==> src/rtl/alu_ctrl_pkg.sv <==
// Shared definitions for the bit-serial ALU sequencer: op encodings,
// controller states and default sizing.
package alu_ctrl_pkg;

  localparam logic [1:0] OP_AND  = 2'b00;
  localparam logic [1:0] OP_OR   = 2'b01;
  localparam logic [1:0] OP_ADD  = 2'b10;
  localparam logic [1:0] OP_RSVD = 2'b11;

  localparam int DEF_WIDTH   = 8;
  localparam int DEF_TIMEOUT = 15;

  typedef enum logic [2:0] {
    S_IDLE  = 3'd0,
    S_ISSUE = 3'd1,
    S_WAIT  = 3'd2,
    S_FIN   = 3'd3,
    S_ERR   = 3'd4
  } ctrl_state_t;

endpackage

==> src/rtl/alu_bit_serial_ctrl.sv <==
// Runs a WIDTH-bit AND/OR/ADD through a one-bit ALU slice, LSB first,
// rippling the slice carry between bits and reporting word-level flags.
module alu_bit_serial_ctrl
  import alu_ctrl_pkg::*;
#(
  parameter int WIDTH   = DEF_WIDTH,
  parameter int TIMEOUT = DEF_TIMEOUT
) (
  input  logic             i_clk,
  input  logic             i_reset,
  input  logic             i_start,
  input  logic [1:0]       i_op,
  input  logic [WIDTH-1:0] i_a,
  input  logic [WIDTH-1:0] i_b,
  input  logic             i_binv,
  input  logic             i_cin,
  output logic             o_busy,
  output logic             o_done,
  output logic [WIDTH-1:0] o_result,
  output logic             o_carry_out,
  output logic             o_overflow,
  output logic             o_zero,
  output logic             o_error,
  output logic             o_alu_go,
  output logic [1:0]       o_alu_op,
  output logic             o_alu_a,
  output logic             o_alu_b,
  output logic             o_alu_binv,
  output logic             o_alu_cin,
  input  logic             i_alu_ack,
  input  logic             i_alu_y0,
  input  logic             i_alu_y1,
  input  logic             i_alu_err
);

  localparam int IDXW = (WIDTH > 1) ? $clog2(WIDTH) : 1;
  localparam int CNTW = $clog2(TIMEOUT + 1);

  ctrl_state_t      r_state;
  logic [IDXW-1:0]  r_idx;
  logic [CNTW-1:0]  r_cnt;
  logic [WIDTH-1:0] r_a;
  logic [WIDTH-1:0] r_b;
  logic [WIDTH-1:0] r_result;
  logic             r_busy;
  logic             r_done;
  logic             r_carry_out;
  logic             r_overflow;
  logic             r_zero;
  logic             r_error;
  logic             r_alu_go;
  logic [1:0]       r_alu_op;
  logic             r_alu_a;
  logic             r_alu_b;
  logic             r_alu_binv;
  logic             r_alu_cin;

  logic [WIDTH-1:0] w_res_upd;
  logic [IDXW-1:0]  w_idx_nxt;
  logic             w_last;
  logic             w_is_add;
  logic             w_carry;

  // The held slice op doubles as the latched operation for the whole word.
  always_comb begin
    w_res_upd        = r_result;
    w_res_upd[r_idx] = i_alu_y0;
    w_idx_nxt        = r_idx + 1'b1;
    w_last           = (r_idx == IDXW'(WIDTH - 1));
    w_is_add         = (r_alu_op == OP_ADD);
    w_carry          = w_is_add & i_alu_y1;
  end

  always_ff @(posedge i_clk or posedge i_reset) begin
    if (i_reset) begin
      r_state     <= S_IDLE;
      r_idx       <= '0;
      r_cnt       <= '0;
      r_a         <= '0;
      r_b         <= '0;
      r_result    <= '0;
      r_busy      <= 1'b0;
      r_done      <= 1'b0;
      r_carry_out <= 1'b0;
      r_overflow  <= 1'b0;
      r_zero      <= 1'b0;
      r_error     <= 1'b0;
      r_alu_go    <= 1'b0;
      r_alu_op    <= '0;
      r_alu_a     <= 1'b0;
      r_alu_b     <= 1'b0;
      r_alu_binv  <= 1'b0;
      r_alu_cin   <= 1'b0;
    end else begin
      r_alu_go <= 1'b0;
      r_done   <= 1'b0;
      case (r_state)
        S_IDLE: begin
          if (i_start) begin
            r_a         <= i_a;
            r_b         <= i_b;
            r_result    <= '0;
            r_error     <= 1'b0;
            r_carry_out <= 1'b0;
            r_overflow  <= 1'b0;
            r_zero      <= 1'b0;
            r_idx       <= '0;
            if (i_op == OP_RSVD) begin
              r_state <= S_ERR;
              r_done  <= 1'b1;
              r_error <= 1'b1;
              r_busy  <= 1'b0;
            end else begin
              r_state    <= S_ISSUE;
              r_busy     <= 1'b1;
              r_alu_go   <= 1'b1;
              r_alu_op   <= i_op;
              r_alu_a    <= i_a[0];
              r_alu_b    <= i_b[0];
              r_alu_binv <= i_binv;
              r_alu_cin  <= (i_op == OP_ADD) ? i_cin : 1'b0;
            end
          end
        end
        S_ISSUE: begin
          r_cnt   <= '0;
          r_state <= S_WAIT;
        end
        S_WAIT: begin
          if (i_alu_ack && i_alu_err) begin
            r_state <= S_ERR;
            r_done  <= 1'b1;
            r_error <= 1'b1;
            r_busy  <= 1'b0;
          end else if (i_alu_ack) begin
            r_result <= w_res_upd;
            if (w_last) begin
              r_state     <= S_FIN;
              r_done      <= 1'b1;
              r_busy      <= 1'b0;
              r_zero      <= (w_res_upd == '0);
              r_carry_out <= w_carry;
              // r_alu_cin still holds the carry that went into the MSB.
              r_overflow  <= w_is_add & (r_alu_cin ^ i_alu_y1);
            end else begin
              r_state   <= S_ISSUE;
              r_idx     <= w_idx_nxt;
              r_alu_go  <= 1'b1;
              r_alu_a   <= r_a[w_idx_nxt];
              r_alu_b   <= r_b[w_idx_nxt];
              r_alu_cin <= w_carry;
            end
          end else if (r_cnt == CNTW'(TIMEOUT - 1)) begin
            r_state <= S_ERR;
            r_done  <= 1'b1;
            r_error <= 1'b1;
            r_busy  <= 1'b0;
          end else begin
            r_cnt <= r_cnt + 1'b1;
          end
        end
        S_FIN:   r_state <= S_IDLE;
        S_ERR:   r_state <= S_IDLE;
        default: r_state <= S_IDLE;
      endcase
    end
  end

  assign o_busy      = r_busy;
  assign o_done      = r_done;
  assign o_result    = r_result;
  assign o_carry_out = r_carry_out;
  assign o_overflow  = r_overflow;
  assign o_zero      = r_zero;
  assign o_error     = r_error;
  assign o_alu_go    = r_alu_go;
  assign o_alu_op    = r_alu_op;
  assign o_alu_a     = r_alu_a;
  assign o_alu_b     = r_alu_b;
  assign o_alu_binv  = r_alu_binv;
  assign o_alu_cin   = r_alu_cin;

endmodule
==> config.mk <==
export PLATFORM = sky130hd
export DESIGN_NAME = alu_bit_serial_ctrl
export DESIGN_NICKNAME = d
export VERILOG_FILES = /design/src/rtl/alu_ctrl_pkg.sv /design/src/rtl/alu_bit_serial_ctrl.sv
export SDC_FILE = /design/constraint.sdc
export NUM_CORES = 1
export LEC_CHECK = 0
export CAP_MARGIN = 5
export CORE_ASPECT_RATIO = 1.4
export CORE_MARGIN = 4
export CORE_UTILIZATION = 52
export CTS_CLUSTER_DIAMETER = 60
export CTS_CLUSTER_SIZE = 28
export DETAILED_ROUTE_END_ITERATION = 16
export HOLD_SLACK_MARGIN = 0.08
export MAX_ROUTING_LAYER = met4
export PLACE_DENSITY = 0.8
export RECOVER_POWER = 50
export SLEW_MARGIN = 0
export SYNTH_ARGS = -nofsm -noshare
export SYNTH_HDL_FRONTEND = slang
export SYNTH_SLANG_ARGS = --single-unit
==> constraint.sdc <==
create_clock -name i_clk -period 2.4 [get_ports i_clk]
set_input_delay 0.72 -clock i_clk [delete_from_list [all_inputs] [get_ports i_clk]]
set_output_delay 0.72 -clock i_clk [all_outputs]
set_load 0.01 [all_outputs]
==> flow_summary.ini <==
[floorplanning]
die_area_um2 = 5991
die_w_um = 66.57
core.rowCount = 29
floorplan.initialDensity_pct = 54.19
fp.dieH_um = 90
core_area_um2 = 4608
io_pins = 48

[placement]
gp_congestion = 0.8331
portBuffers = 47
dp_cells = 336
hpwl_mm = 4.164
post-place-ws_ps = 110.8
placed_area_um2 = 3045

[routing]
wl_per_cell_um = 16.48
vias_per_cell = 5.822
dr_total_vias = 1997
ant_nets = 0
drc = 0
dr.first_iter.drc_count = 87
wirelength_mm = 5.654
first_pass_iters = 4

[power]
cellLeakagePower_nw = 1.315
p_sw_share_pct = 35.02
pwr-share-seq_pct = 40.6
power.internal_mw = 2.011
p_per_area_nw_per_um2 = 994.4
combPwrFrac_pct = 43.7
p_sw_mw = 1.084
clkPwrFrac_pct = 15.7
ir_worst_vdd_uv = 528.6

[synthesis]
synth_area_um2 = 2497
synth_mux_area_share_pct = 12.53
synth-xor-area-share_pct = 1.052
ys_ff_latch = 47
seq_area_frac_synth_pct = 47.09
syn_area_per_cell_um2 = 10.86
synth.distinct_cells = 55
synthFlopType = dfrtp_1
syn_inst = 230
syn_nets = 262
synth_top_cell_by_area = dfrtp_1
synth_most_common_cell = dfrtp_1
synthSimpleGateAreaFrac_pct = 15.58
synth-adder-area-share_pct = 2.505
synth_common_cells = 47 x dfrtp_1, 23 x o21ai_0, 17 x mux2_2, 16 x nor2_1, 14 x a21oi_1
synth_compound_area_share_pct = 17.43
ys_async_sr_fraction_pct = 100.0
netlist.area_leader.share_pct = 47.09
synth-edff-count = 0
synth_area_leaders = dfrtp_1 47%, mux2_2 7.7%, o21ai_0 4.6%
synth_top_family_by_area = compound AO/OA/AOI/OAI gates
synth_warnings = 0

[global_route]
grt_pass1_wl_mm = 9.577
grt-ovfl-total = 0
grt_max_degree = 48
antenna_found_initial = 0
grtUsageTotal_pct = 21.09
grt_pass1_vias = 2054

[clock_network]
cts-buffers-inserted = 5
cts.clk_slew.worst_paths_ps = 90
htree_num_levels = 2
clock-sinks = 47
root_buffer = clkbuf_8
cts_tree = done
cts_resized = 0
clkLatencyLatePin_ps = 300
cts_hold_buf = 0
max-clock-path-buffers = 2
cts_setup_buffers = 0

[critical_path]
critPathRequiredTime_ps = 2610
cp_slowest_stage_delay_ps = 610
cp.arrival_ps = 2300
crit_chain = dlygate4sd3_1 > clkbuf_1 > a31o_2 > o211ai_1 > a21oi_1 > a21boi_0
cp_max_fo = 6
worstSetupStartpointType = primary input
slowest_stage = dlygate4sd3_1
path_class = in2reg
critPathCaptureType = register
crit_family = buffers and inverters
worst-path-buf-inv = 2

[timing]
fmax_ghz = 0.4793
finalSetupTns_ps = 0
hold_viol_final = 0
max_slew_margin_pct = 22.02
timing.final.ws_setup_ps = 313.5
slew_viol_final = 0
period_minus_slack_ps = 2086
finalCritPeriodShare_pct = 86.94
worst_pin_slew_ps = 1170
whs_ps = 501.6
grt_setup_unrepaired = false
finalSetupViolCount = 0
finClkSkew_ps = 8.940

[min_path]
hold_path_class = reg2reg

[finish]
fin_nets = 313
fin_cells = 343
stdcell_area_um2 = 3112
layout-drive-gt1-share_pct = 14.95
syn_to_final_growth_pct = 24.60
num_antenna_cells = 0

[run]
max_cap_viol_count = 0

[run_status]
status = complete, no violations
## flip-flops by register name, indices dropped and copies added, names as in the netlist, 2 cells and up
name / count
o_result: 8
o_alu_op: 2
r_a: 8
r_state: 3
r_cnt: 4
r_idx: 3
r_b: 8
## power by group through the flow
stage	Sequential [mW]	Clock [mW]	Combinational [mW]
final	1.26	0.484	1.35
after global routing	1.29	0.534	1.49
after CTS	1.26	0.494	1.38
after detailed placement	1.27	0	1.37
after global placement	1.26	0	1.34
after floorplan	1.25	0	0.943
## worst register-to-register path, delay by kind of cell (launching register included)
kind                     cells  cell delay (ps)
multiplexers                 2              680
adder cells (fa/ha/maj)      1              430
flip-flops                   1              390
AO/OA/AOI/OAI                2              240
## layout by cell type (no fill, tap or decap), types with 2 or more instances in the layout
master           instances
a211oi_1                 2
a21o_1                   5
a21oi_1                 14
a22o_1                   2
a2bb2oi_1                2
a31oi_1                  2
and2b_1                  2
buf_4                    6
clkbuf_8                 6
clkdlybuf4s50_1         43
dfrtp_1                 47
dlygate4sd3_1            4
ha_1                     5
inv_1                    5
mux2_2                  17
mux2i_1                  2
mux4_2                   4
nand2_1                  9
nand2b_1                 4
nand3_1                  9
nand3b_1                 3
nand4_1                  2
nand4b_1                 2
nor2_1                  16
nor2b_1                  2
nor3_1                   3
nor3b_1                  2
o21a_1                   4
o21ai_0                 23
o31ai_1                  3
o32ai_1                  2
or2_2                    3
xor2_1                   2
## worst paths after layout
| check | start | end | slack [ps] | depth (start not counted) |
|---|---|---|---|---|
| min reg2reg | o_alu_binv | o_alu_binv | 500 | 1 |
| min | o_alu_binv | o_alu_binv | 500 | 1 |
| max in group asynchronous | i_reset | r_idx[2] | 450 | 3 |
| max | i_alu_ack | o_done | 310 | 6 |
| min in group asynchronous | i_reset | o_overflow | 1220 | 3 |
| max reg2reg | r_idx[0] | o_alu_b | 570 | 5 |
## layer usage
| metal | GRT usage [%] | wire length [um] | vias up |
|---|---|---|---|
| li1 | - | - | 952 |
| met1 | 24.49 | 2169 | 973 |
| met2 | 35.10 | 3103 | 62 |
| met3 | 4.115 | 266 | 10 |
| met4 | 8.475 | 115 | 0 |
| met5 | - | 0 | - |
## area by class of cell
| class | count | area (um^2) |
|---|---|---|
| Clock buffer | 6 | 82.58 |
| Clock inverter | 1 | 5.005 |
| Fill cell | 385 | 1496 |
| Inverter | 6 | 22.52 |
| Multi-Input combinational cell | 166 | 1224 |
| Sequential cell | 47 | 1176 |
| Tap cell | 62 | 77.57 |
| Timing Repair Buffer | 55 | 524.3 |
## kinds of logic (layout without fill, tap and decap cells)
kind of cell    after synthesis  after routing
compound gates               69             69
xor+xnor                      3              3
fa+ha+maj                     5              5
buf+inv                      17             68
flops                        47             47
mux                          24             24
simple gates                 65             65
## stage by stage
| step | total power [mW] | util (%) |
|---|---|---|
| final | 3.094 | 67.53 |
| after global routing | 3.316 | 67.53 |
| after CTS | 3.129 | 67.99 |
| after detailed placement | 2.644 | 66.09 |
| after global placement | 2.595 | 66.09 |
| after floorplan | 2.198 | - |
No activity file was read; power rests on OpenSTA's default activity.
